[src/rtl/vector_list_sequencer.sv]
// Display-list sequencer: fetches list words from synchronous-read memory and issues
// jump/draw strobes to the vector control block, replaying the list every frame.
module vector_list_sequencer #(
  parameter int ADDR_W = 10
) (
  input  logic              clk,
  input  logic              reset,
  input  logic              enable,
  output logic [ADDR_W-1:0] mem_addr,
  output logic              mem_rd,
  input  logic [31:0]       mem_data,
  input  logic              ready,
  output logic [11:0]       x,
  output logic [11:0]       y,
  output logic              jump,
  output logic              draw,
  output logic              frame_done,
  output logic [15:0]       frame_count,
  output logic              halted,
  output logic              busy
);

  typedef enum logic [2:0] {
    S_IDLE, S_FETCH, S_LATCH, S_ISSUE, S_HOLDOFF, S_HALTED
  } state_t;

  localparam logic [1:0] OP_JUMP = 2'b00;
  localparam logic [1:0] OP_DRAW = 2'b01;
  localparam logic [1:0] OP_EOF  = 2'b10;
  localparam logic [1:0] OP_HALT = 2'b11;

  state_t            r_state, w_state_next;
  logic [ADDR_W-1:0] r_addr, w_addr_next;
  logic              r_rd, w_rd_next;
  logic [11:0]       r_x, w_x_next, r_y, w_y_next;
  logic              r_jump, w_jump_next, r_draw, w_draw_next;
  logic              r_frame_done, w_frame_done_next;
  logic [15:0]       r_frame_count, w_frame_count_next;
  logic              r_halted, w_halted_next;
  logic              r_busy, w_busy_next;
  logic              r_cmd_draw, w_cmd_draw_next;
  logic [11:0]       r_cmd_x, w_cmd_x_next, r_cmd_y, w_cmd_y_next;
  logic              w_unused_bits;

  // Reserved word bits [29:24] carry no meaning.
  assign w_unused_bits = ^mem_data[29:24];

  always_ff @(posedge clk or negedge reset) begin
    if (!reset) begin
      r_state       <= S_IDLE;
      r_addr        <= '0;
      r_rd          <= 1'b0;
      r_x           <= '0;
      r_y           <= '0;
      r_jump        <= 1'b0;
      r_draw        <= 1'b0;
      r_frame_done  <= 1'b0;
      r_frame_count <= '0;
      r_halted      <= 1'b0;
      r_busy        <= 1'b0;
      r_cmd_draw    <= 1'b0;
      r_cmd_x       <= '0;
      r_cmd_y       <= '0;
    end else begin
      r_state       <= w_state_next;
      r_addr        <= w_addr_next;
      r_rd          <= w_rd_next;
      r_x           <= w_x_next;
      r_y           <= w_y_next;
      r_jump        <= w_jump_next;
      r_draw        <= w_draw_next;
      r_frame_done  <= w_frame_done_next;
      r_frame_count <= w_frame_count_next;
      r_halted      <= w_halted_next;
      r_busy        <= w_busy_next;
      r_cmd_draw    <= w_cmd_draw_next;
      r_cmd_x       <= w_cmd_x_next;
      r_cmd_y       <= w_cmd_y_next;
    end
  end

  always_comb begin
    w_state_next       = r_state;
    w_addr_next        = r_addr;
    w_x_next           = r_x;
    w_y_next           = r_y;
    w_jump_next        = 1'b0;
    w_draw_next        = 1'b0;
    w_frame_done_next  = 1'b0;
    w_frame_count_next = r_frame_count;
    w_halted_next      = r_halted;
    w_cmd_draw_next    = r_cmd_draw;
    w_cmd_x_next       = r_cmd_x;
    w_cmd_y_next       = r_cmd_y;

    case (r_state)
      S_IDLE: begin
        w_addr_next = '0;
        if (enable) w_state_next = S_FETCH;
      end
      S_FETCH: w_state_next = S_LATCH;
      S_LATCH: begin
        w_cmd_draw_next = mem_data[30];
        w_cmd_x_next    = mem_data[23:12];
        w_cmd_y_next    = mem_data[11:0];
        case (mem_data[31:30])
          OP_JUMP, OP_DRAW: w_state_next = S_ISSUE;
          OP_EOF: begin
            w_frame_done_next  = 1'b1;
            w_frame_count_next = r_frame_count + 16'd1;
            w_addr_next        = '0;
            w_state_next       = enable ? S_FETCH : S_IDLE;
          end
          OP_HALT: begin
            w_halted_next = 1'b1;
            w_state_next  = S_HALTED;
          end
        endcase
      end
      S_ISSUE: begin
        if (ready) begin
          w_x_next     = r_cmd_x;
          w_y_next     = r_cmd_y;
          w_jump_next  = ~r_cmd_draw;
          w_draw_next  = r_cmd_draw;
          w_addr_next  = r_addr + ADDR_W'(1);
          w_state_next = S_HOLDOFF;
          // Running off the end of the list closes the frame like an EOF word.
          if (&r_addr) begin
            w_frame_done_next  = 1'b1;
            w_frame_count_next = r_frame_count + 16'd1;
          end
        end
      end
      S_HOLDOFF: begin
        if (enable) begin
          w_state_next = S_FETCH;
        end else begin
          w_state_next = S_IDLE;
          w_addr_next  = '0;
        end
      end
      S_HALTED: begin
        if (!enable) begin
          w_state_next  = S_IDLE;
          w_halted_next = 1'b0;
          w_addr_next   = '0;
        end
      end
      default: w_state_next = S_IDLE;
    endcase

    w_rd_next   = (w_state_next == S_FETCH);
    w_busy_next = !((w_state_next == S_IDLE) || (w_state_next == S_HALTED));
  end

  assign mem_addr    = r_addr;
  assign mem_rd      = r_rd;
  assign x           = r_x;
  assign y           = r_y;
  assign jump        = r_jump;
  assign draw        = r_draw;
  assign frame_done  = r_frame_done;
  assign frame_count = r_frame_count;
  assign halted      = r_halted;
  assign busy        = r_busy;

endmodule

[config.mk]
export PLATFORM = sky130hd
export DESIGN_NAME = vector_list_sequencer
export DESIGN_NICKNAME = d
export VERILOG_FILES = /design/src/rtl/vector_list_sequencer.sv
export SDC_FILE = /design/constraint.sdc
export NUM_CORES = 1
export LEC_CHECK = 0
export BUFFER_PORTS_ARGS = -buffer_cell sky130_fd_sc_hd__clkbuf_2
export CORE_MARGIN = 8
export CORE_UTILIZATION = 57
export DETAILED_ROUTE_END_ITERATION = 10
export GPL_TIMING_DRIVEN = 0
export PLACE_DENSITY_LB_ADDON = 0.3
export SLEW_MARGIN = 20
export SYNTH_ARGS = -nofsm -noshare
export SYNTH_HDL_FRONTEND = slang
export SYNTH_SLANG_ARGS = --single-unit
[constraint.sdc]
create_clock -name clk -period 3.2 [get_ports clk]
set_input_delay 0 -clock clk [delete_from_list [all_inputs] [get_ports clk]]
set_output_delay 0 -clock clk [all_outputs]
set_load 0.02 [all_outputs]
Word level (Yosys, flattened, before mapping)
Index checks and enable logic that the tools add are counted.
W data, S select, Z words.
{ "word_totals": {"out_inout_bits": 56, "elab_cells": 73, "regBits": 84, "in_bits": 36} }
{ "op_classes": {"muxes": 25, "n_bitwise": 1, "n_reduce_logical": 15, "n_eq_ne": 16, "add_sub_neg": 2} }
{ "op_table": {"columns": ["op", "n"], "rows": [
  ["$mux W16", 3],
  ["$pmux W10 S4", 1],
  ["$pmux W16 S2", 1],
  ["$mux W10", 3],
  ["$pmux W3 S6", 1],
  ["$add A16 B1 Y16 const B", 1],
  ["$ne A2 B2 Y1 const B", 6],
  ["$add A10 B1 Y10 const B", 1],
  ["$mux W1", 10],
  ["$reduce_and A10 Y1", 1],
  ["$eq A3 B3 Y1 const B", 3],
  ["$mux W3", 3],
  ["$pmux W3 S3", 1],
  ["$reduce_and A4 Y1", 2],
  ["$eq A3 B1 Y1 const B", 2],
  ["$eq A3 B2 Y1 const B", 2],
  ["$logic_not A3 Y1", 2],
  ["$eq A2 B2 Y1 const B", 2],
  ["$pmux W1 S2", 2],
  ["$reduce_bool A2 Y1", 2],
  ["$reduce_bool A4 Y1", 1],
  ["$reduce_or A2 Y1", 2],
  ["$reduce_and A3 Y1", 1],
  ["$eq A2 B1 Y1 const B", 1],
  ["other kinds (5)", 5]
]} }

Logic depth before layout (Yosys ltp)
Gate-level depths: netlist of run 1.
{ "logic_depth": {"ltp_word": 7, "ltp_mapped": 8, "depth_no_buf": 5} }

Worst setup path before layout of run 1
No wires, ideal clock.
{ "synth_path": {"path_type": "register to register", "start": "register r_addr[0] (netlist: mem_addr[0])", "end": "register r_frame_count[1] (netlist: frame_count[1])", "period_less_slack_ps": 1874, "setup_ps": 128, "slack_ps": 1326, "n_path_buf": 1, "t_required_ps": 3072, "arrival_ps": 1746, "path_stages_with_launch": 7, "path_cell_list": "dfrtp_1 ha_1 and4_1 and4_4 buf_6 nor2_1 mux2_1"} }
{ "synth_between": {"elab_chain_len": 3} }
{ "synth_rtl": {"columns": ["element", "line", "text"], "rows": [
  ["start, declared", "33", "logic [ADDR_W-1:0] r_addr, w_addr_next;"],
  ["start signal, assigned", "66", "r_addr <= w_addr_next;"],
  ["$reduce_and A10 Y1", "129", "if (&r_addr) begin"],
  ["$ne A2 B2 Y1 (no source line)", null, null],
  ["$reduce_and A4 Y1 (no source line)", null, null],
  ["end signal, assigned", "73", "r_frame_count <= w_frame_count_next;"],
  ["end, declared", "38", "logic [15:0] r_frame_count, w_frame_count_next;"]
]} }
Every way passes these cells.
A chain may end at the register's enable or synchronous reset.

Final worst setup path of run 1
Ends and elaborated chain as after synthesis.

==> results of run 1 <==
==> critical path: stages (launching register included) <==
cell	delay, ns
dfrtp_1	0.45
ha_1	0.26
and4_1	0.27
and4_4	0.17
buf_6	0.12
nor2_1	0.23
mux2_1	0.35
==> repair_timing <==
item | 4_1_cts | 5_1_grt
hold endpoints to repair | 67 | 0
setup endpoints to repair | 0 | 0
hold buffers | 27 | 0
setup buffers | 0 | 0
==> metrics by stage <==
stage | utilization | cell area [sq um] | setup slack (ns) | cells | hold slack (ns)
floorplan | - | 3635 | 1.326 | 324 | -0.2956
global placement | 0.6660 | 4156 | 1.271 | 486 | 0.2326
detailed placement | 0.6696 | 4179 | 1.252 | 487 | 0.05937
CTS | 0.7488 | 4673 | 1.234 | 530 | 0.06594
global route | 0.7488 | 4673 | 1.136 | 530 | 0.1151
finish | 0.7488 | 4673 | 1.233 | 530 | 0.08135
==> cell families after synthesis <==
family,synth area share
and+or+nand+nor,0.1642
DFF,0.5783
AOI/OAI and AO/OA,0.09742
muxes,0.08055
buffers and inverters,0.03649
xor gates and xnor gates,0.03615
adders and majority gates,0.006884
==> path summary, 6_finish.rpt <==
check | end | slack [ns] | cells after the start
worst max-delay path | frame_count[1] | 1.23 | 6
worst max register to register | frame_count[1] | 1.23 | 6
worst min-delay path | r_state[1] | 0.08 | 4
min in group asynchronous | x[11] | 0.19 | 2
worst min register to register | jump | 0.45 | 1
max in group asynchronous | r_cmd_y[2] | 2.38 | 3
==> power by group <==
group / internal [W] / leakage [nW] / switching (W) / total, W
Sequential: 0.00142 / 1.07 / 0.000212 / 0.00164
Clock: 0.000464 / 0.114 / 0.000384 / 0.000848
Combinational: 0.000563 / 1.18 / 0.000781 / 0.00134
Total: 0.00245 / 2.36 / 0.00138 / 0.00383
==> layout make-up <==
type | instances | area, sq um | area share
buffer | 20 | 117.6 | 0.02517
clock buffer | 11 | 141.4 | 0.03025
clock inverter | 5 | 82.58 | 0.01767
inverter | 4 | 15.01 | 0.003213
multi-input combinational | 216 | 1400 | 0.2996
sequential | 84 | 2102 | 0.4498
tap | 77 | 96.34 | 0.02062
timing repair buffer | 113 | 718.2 | 0.1537
==> state kept, by name, summed over array words and instances, names as in the netlist <==
name	cells
r_cmd_y	12
frame_done	1
busy	1
frame_count	16
mem_rd	1
y	12
x	12
r_cmd_draw	1
halted	1
draw	1
r_cmd_x	12
jump	1
mem_addr	10
r_state	3
==> synth_stat cells (2+ instances only) <==
library cell and number:
o211ai_2 4, nor2b_1 2, o21ai_1 3, o31ai_1 13, nor2_1 6, dfrtp_1 84, o211ai_1 5, a21oi_1 5
and2_1 4, nand2b_1 4, a41oi_1 2, ha_1 2, nand2_1 78, and4_1 3, nand3_1 6, buf_6 4
nand3b_1 3, o21ai_0 8, buf_2 6, mux2_2 25, inv_1 4, nand4_1 4, xnor2_1 15, and3_1 7
o2111ai_1 4, clkbuf_1 8, nor3_1 2
==> routing by layer <==
| metal | GRT usage | share of wire | vias to the layer above |
|---|---|---|---|
| li1 | - | - | 1375 |
| met1 | 0.2451 | 0.43 | 1418 |
| met2 | 0.3183 | 0.49 | 70 |
| met3 | 0.05694 | 0.065 | 12 |
| met4 | 0.08067 | 0.018 | 0 |
| met5 | 0 | 0 | - |
==> flow_metrics.env, run 1 <==
export IMPL_crit_arrival_ns=2.21
export IMPL_yosys_cell_types_count=40
export IMPL_grt_max_degree=44
export IMPL_clk_pin_slew_ns=0.09
export IMPL_finalClockSkew_ns=0.009034
export IMPL_synth_top_cell_area_share=0.5783
export IMPL_drv_cap=0
export IMPL_setup_tns_ns=0
export IMPL_place_congestion=0.8374
export IMPL_power_w=0.003828
export IMPL_yosys_top_cells_area="dfrtp_1 58%, nand2_1 8.1%, mux2_2 7.7%, xnor2_1 3.6%, o31ai_1 2.7%"
export IMPL_synth_edf_count=0
export IMPL_cp_end_kind="flip-flop"
export IMPL_yosysSeqAreaShare=0.5783
export IMPL_max_slew_worst_pin_slew_ns=0.7122
export IMPL_crit_path_start="mem_addr[0]"
export IMPL_cts_buffer_depth=2
export IMPL_nets=486
export IMPL_clock_sinks=84
export IMPL_grt_pass1_vias=2916
export IMPL_drc=0
export IMPL_dr_first_iter_drc_count=65
export IMPL_power_density_nw_per_um2=819.2
export IMPL_detailroute_via_count=2875
export IMPL_die_area_sq_um=9188
export IMPL_min_from="ready"
export IMPL_hold_viol=0
export IMPL_synth_area_sq_um=3635
export IMPL_cts_resized=0
export IMPL_antenna_found_initial=0
export IMPL_final_layout_size_suffix_gt1_frac=0.3223
export IMPL_fin_crit_ns=1.967
export IMPL_numCtsBuffers=9
export IMPL_grt_first_pass_wirelength_microns=13950
export IMPL_p_leak_nw=2.364
export IMPL_startpoint_type="flip-flop"
export IMPL_rsz0062_at_grt="no"
export IMPL_wl_per_cell_microns=15.78
export IMPL_ant_nets=0
export IMPL_routed_via_density=5.425
export IMPL_die_width_microns=95.86
export IMPL_ioPinCount=92
export IMPL_fmax_mhz=508.4
export IMPL_cts_root_buffer_cell="clkbuf_8"
export IMPL_dpl_hpwl_microns=5731
export IMPL_cts_max_level=3
export IMPL_post_synth_cell_area_avg_sq_um=11.22
export IMPL_start_util=0.5824
export IMPL_yosys_area_top_type="dfrtp_1"
export IMPL_crit_fanout=6
export IMPL_layout_common_cells="85 x clkbuf_2, 84 x dfrtp_1, 78 x nand2_1"
export IMPL_finalSetupViolCount=0
export IMPL_port_buffers=85
export IMPL_overflow=0
export IMPL_status="finished, final reports clean"
export IMPL_fill_cells=440
export IMPL_synth_flop_cell="dfrtp_1"
export IMPL_worstSetupPathType="flip-flop to flip-flop"
export IMPL_fin_crit_sh=0.6147
export IMPL_r2r_start="mem_addr[0]"
export IMPL_clock_latency_ns=0.36
export IMPL_n_antenna_cell=0
export IMPL_wl_microns=8361
export IMPL_synth_seq_cells=84
export IMPL_syn_num_nets=362
export IMPL_syn_instance_count=324
export IMPL_async_flop_share=1.000
export IMPL_drtPass1Iterations=4
export IMPL_yosys_warnings=0
export IMPL_ir_drop_mv=0.6671
export IMPL_syn2layout_area_growth_pct=28.57
export IMPL_die_y_microns=95.86
export IMPL_slew_viol_final=0
export IMPL_coreArea_sq_um=6241
export IMPL_hp_class="primary input to flip-flop"
export IMPL_final_common_cell="clkbuf_2"
export IMPL_cts_tree="built"
export IMPL_slew_headroom=0.5252
export IMPL_grtUsageTotal=0.1976
export IMPL_rows=29
export IMPL_required_ns=3.44
Note: power is estimated with default switching activity, not from simulation.
==> run 2: changes to the inputs <==
- CORE_UTILIZATION: 57 -> 48
- clock period: 3.2 -> 1.7 ns (I/O delays scaled with it)
==> run 2 against run 1 <==
Clock skew is 0.0018 ns higher. Clock power is 79% higher. Utilization is 8.8 points lower. Clock-buffer cell count is 2 lower. Routed wire length is 2.5% higher. Sequential power is 87% higher. Combinational power is 100% higher. Design area is 3.2% higher. Highest routed layer unchanged.
==> flow_metrics.env, run 2 (synthesis results as in run 1) <==
export IMPL_worstSetupPathType="flip-flop to flip-flop"
export IMPL_rsz0062_at_grt="yes"
export IMPL_detailroute_via_count=2882
export IMPL_nets=491
export IMPL_power_density_nw_per_um2=1519
export IMPL_grt_pass1_vias=2965
export IMPL_layout_common_cells="88 x clkbuf_2, 82 x dfrtp_1, 78 x nand2_1"
export IMPL_fin_crit_ns=1.640
export IMPL_r2r_slack_ns=0.06
export IMPL_antenna_found_initial=0
export IMPL_grt_max_degree=85
export IMPL_die_y_microns=103.0
export IMPL_finalClockSkew_ns=0.01084
export IMPL_drc=0
export IMPL_crit_fanout=7
export IMPL_finalSetupViolCount=0
export IMPL_die_width_microns=103.0
export IMPL_cts_root_buffer_cell="clkbuf_8"
export IMPL_layout_setup_ws_ns=0.06011
export IMPL_ant_nets=0
export IMPL_reg2reg_to="frame_count[6]"
export IMPL_dp_cells=508
export IMPL_crit_path_start="r_state[0]"
export IMPL_port_buffers=85
export IMPL_die_area_sq_um=10610
export IMPL_max_slew_worst_pin_slew_ns=0.6513
export IMPL_place_congestion=0.7786
export IMPL_grt_first_pass_wirelength_microns=14230
export IMPL_crit_arrival_ns=1.86
export IMPL_ioPinCount=92
export IMPL_largest_reg_flops=16
export IMPL_fmax_mhz=609.8
export IMPL_syn2layout_area_growth_pct=32.67
export IMPL_status="finished, final reports clean"
export IMPL_grtUsageTotal=0.1730
export IMPL_drtPass1Iterations=4
export IMPL_p_leak_nw=2.394
export IMPL_startpoint_type="flip-flop"
export IMPL_final_common_cell="clkbuf_2"
export IMPL_hold_ws_ns=0.1052
export IMPL_power_w=0.007325
export IMPL_cts_buffer_depth=2
export IMPL_slew_headroom=0.5658
export IMPL_clock_latency_ns=0.34
export IMPL_wl_per_cell_microns=15.41
export IMPL_final_layout_size_suffix_gt1_frac=0.3676
export IMPL_slew_viol_final=0
export IMPL_cts_tree="built"
export IMPL_final_cells=556
export IMPL_crit_path_end="frame_count[6]"
export IMPL_cp_end_kind="flip-flop"
export IMPL_n_antenna_cell=0
export IMPL_dpl_hpwl_microns=5837
export IMPL_r2r_start="r_state[0]"
export IMPL_overflow=0
export IMPL_drv_cap=0
export IMPL_wl_microns=8570
export IMPL_clock_sinks=84
export IMPL_required_ns=1.92
export IMPL_ir_drop_mv=0.8366
export IMPL_cts_max_level=3
export IMPL_routed_via_density=5.183
export IMPL_r2r_cells=7
export IMPL_fin_crit_sh=0.9646
export IMPL_start_util=0.4985
export IMPL_numCtsBuffers=9
export IMPL_dr_first_iter_drc_count=108
export IMPL_dp_slack_ns=-0.2132
export IMPL_rows=31
export IMPL_clk_pin_slew_ns=0.09
export IMPL_coreArea_sq_um=7292
export IMPL_hp_class="primary input to flip-flop"
export IMPL_hold_viol=0
[run 2: stage by stage]
stage,util,TNS (ns),area (sq um)
2_1_floorplan,-,0,3660
3_3_place_gp,0.5772,-27.00,4209
3_5_place_dp,0.5784,-4.361,4218
4_1_cts,0.6534,0,4765
5_1_grt,0.6613,-0.06159,4822
6_report,0.6613,0,4822
[run 2: worst min-delay path by stage]
stage / start / to / cells after the start
after floorplan: reset / busy / 0
after global placement: mem_data[14] / r_cmd_x[2] / 2
after detailed placement: reset / mem_addr[2] / 1
after CTS: ready / r_state[1] / 4
after global routing: ready / r_state[0] / 4
final: ready / r_state[1] / 4
[run 2: layer usage]
layer,global-route usage,vias to the layer above,share of wire
met4,0.09010,0,0.027
met2,0.2839,71,0.49
met5,0,-,0
li1,-,1386,-
met1,0.2138,1407,0.43
met3,0.02971,18,0.050
[run 2: layout make-up]
type,instances,area (sq um)
well taps,99,123.9
inverters,4,15.01
clock buffers,9,123.9
multi-input cells,216,1454
flip-flops and latches,84,2105
plain buffers,17,123.9
clock inverters,6,90.09
repair buffers,121,787.0
fillers,594,2470
[run 2: power breakdown]
part | internal, W | switching [W] | total [W]
combinational | 0.00119 | 0.00154 | 0.00273
sequential | 0.00268 | 0.000389 | 0.00307
clock | 0.000818 | 0.000703 | 0.00152
[run 2: critical path: stages (launching register included)]
cell	delay, ns
dfrtp_1	0.37
buf_6	0.13
and4b_1	0.22
buf_6	0.11
and4_4	0.29
clkbuf_16	0.17
o211ai_2	0.08
xnor2_1	0.15
[run 2: repair_timing]
action	4_1_cts	5_1_grt
hold buffers	27	0
setup buffers	6	1
pin swaps	2	7
gates cloned	0	2
gates resized for setup	4	21
endpoints found under the setup margin	45	61
endpoints found under the hold margin	111	0
==> run 3: changes to the inputs <==
==> constraint.sdc (replaced) <==
create_clock -name clk -period 1.7 [get_ports clk]
set_input_delay 0.255 -clock clk [delete_from_list [all_inputs] [get_ports clk]]
set_output_delay 0.255 -clock clk [all_outputs]
set_load 0.02 [all_outputs]
==> run 3 against run 2 <==
Cell count is 4.7% lower. Worst setup slack improved by 0.0010 ns. Sequential cell count did not move.
==> flow_metrics.env, run 3 (synthesis results as in run 1) <==
export IMPL_detailroute_via_count=2759
export IMPL_power_density_nw_per_um2=1592
export IMPL_cts_buffer_depth=2
export IMPL_grtUsageTotal=0.1669
export IMPL_ir_drop_mv=0.8307
export IMPL_die_area_sq_um=10610
export IMPL_cts_root_buffer_cell="clkbuf_8"
export IMPL_slew_viol_final=0
export IMPL_r2r_start="r_state[0]"
export IMPL_fill_cells=627
export IMPL_layout_common_cells="88 x clkbuf_2, 82 x dfrtp_1, 78 x nand2_1"
export IMPL_cp_end_kind="flip-flop"
export IMPL_finalClockSkew_ns=0.009998
export IMPL_fin_crit_sh=0.9641
export IMPL_clock_latency_ns=0.34
export IMPL_die_y_microns=103.0
export IMPL_finalSetupViolCount=0
export IMPL_drc=0
export IMPL_critical_path_most_common_cell="buf_6"
export IMPL_place_congestion=0.7786
export IMPL_nets=465
export IMPL_dpl_hpwl_microns=5837
export IMPL_crit_buf_inv=3
export IMPL_clock_sinks=84
export IMPL_startpoint_type="flip-flop"
export IMPL_final_layout_size_suffix_gt1_frac=0.3898
export IMPL_crit_fanout=7
export IMPL_final_common_cell="clkbuf_2"
export IMPL_hp_class="primary input to flip-flop"
export IMPL_critPathSlowestCell="dfrtp_1"
export IMPL_slew_headroom=0.5653
export IMPL_setup_tns_ns=0
export IMPL_worstSetupPathType="flip-flop to flip-flop"
export IMPL_min_from="mem_data[18]"
export IMPL_rsz0062_at_grt="yes"
export IMPL_rows=31
export IMPL_grt_first_pass_wirelength_microns=13690
export IMPL_dr_first_iter_drc_count=83
export IMPL_largest_reg_flops=16
export IMPL_grt_pass1_vias=2819
export IMPL_required_ns=1.92
export IMPL_grt_max_degree=85
export IMPL_cts_max_level=3
export IMPL_drv_cap=0
export IMPL_final_core_util=0.6256
export IMPL_status="finished, final reports clean"
export IMPL_hold_viol=0
export IMPL_overflow=0
export IMPL_wl_per_cell_microns=15.56
export IMPL_start_util=0.4985
export IMPL_crit_path_start="r_state[0]"
export IMPL_worst_path_largest_cell_delay_ns=0.37
export IMPL_cp_top_family="simple AND/OR/NAND/NOR gates"
export IMPL_ant_nets=0
export IMPL_wl_microns=8247
export IMPL_ioPinCount=92
export IMPL_fin_crit_ns=1.639
export IMPL_numCtsBuffers=9
export IMPL_crit_arrival_ns=1.86
export IMPL_clk_pin_slew_ns=0.09
export IMPL_drtPass1Iterations=4
export IMPL_cts_tree="built"
export IMPL_routed_via_density=5.206
export IMPL_syn2layout_area_growth_pct=25.51
export IMPL_die_width_microns=103.0
export IMPL_crit_path_cell_trace="buf_6 -> and4b_1 -> buf_6 -> and4_4 -> clkbuf_16 -> o211ai_2 -> xnor2_1"
export IMPL_coreArea_sq_um=7292
export IMPL_max_slew_worst_pin_slew_ns=0.6521
export IMPL_antenna_found_initial=0
export IMPL_fmax_mhz=610.2
export IMPL_port_buffers=85
export IMPL_p_leak_nw=2.286
export IMPL_n_antenna_cell=0
run 3: final timing paths:
| kind | depth (start not counted) | end | slack, ns |
|---|---|---|---|
| min in group asynchronous | 2 | mem_addr[2] | 0.52 |
| hold / removal | 2 | r_cmd_x[6] | 0.14 |
| max in group asynchronous | 2 | mem_addr[1] | 0.73 |
| setup / recovery | 7 | frame_count[6] | 0.06 |
| hold reg to reg | 1 | jump | 0.47 |
| setup reg to reg | 7 | frame_count[6] | 0.06 |
run 3: area by class of cell:
type	count	area, sq um	share of cell area
buffer	17	123.9	0.02715
clock buffer	9	123.9	0.02715
clock inverter	6	90.09	0.01975
inverter	4	15.01	0.003291
sequential	84	2105	0.4613
multi-input combinational	216	1454	0.3187
timing repair buffer	95	526.8	0.1155
tap	99	123.9	0.02715
run 3: stage by stage:
step / total power, W / cells / instance area (sq um) / setup WS, ns / hold slack [ns]
floorplan: 0.004800 / 324 / 3660 / 0.01097 / -0.04059
global placement: 0.005534 / 508 / 4209 / -0.6883 / 0.4292
detailed placement: 0.005642 / 508 / 4218 / -0.2132 / 0.3462
CTS: 0.007282 / 530 / 4504 / 0.002210 / 0.1223
global route: 0.007732 / 530 / 4562 / -0.04014 / 0.1231
finish: 0.007261 / 530 / 4562 / 0.06111 / 0.1357
run 3: per-layer routing:
metal  share of wire  track usage
met4           0.018      0.08343
met3           0.053      0.03106
met2            0.49       0.2680
met5               0            0
met1            0.44       0.2112
run 3: timing repair:
item | 4_1_cts | 5_1_grt
buffers inserted | 6 | 1
endpoints found under the setup margin | 45 | 61
hold buffers | 1 | 0
resized for setup | 4 | 21
pin swaps | 2 | 7
cloned | 0 | 2
endpoints found under the hold margin | 84 | 0
run 3: power breakdown:
part           switching, W  leakage, nW  internal [W]
clock network      0.000703       0.0936      0.000818
registers          0.000383         1.07       0.00268
logic               0.00153         1.12       0.00115
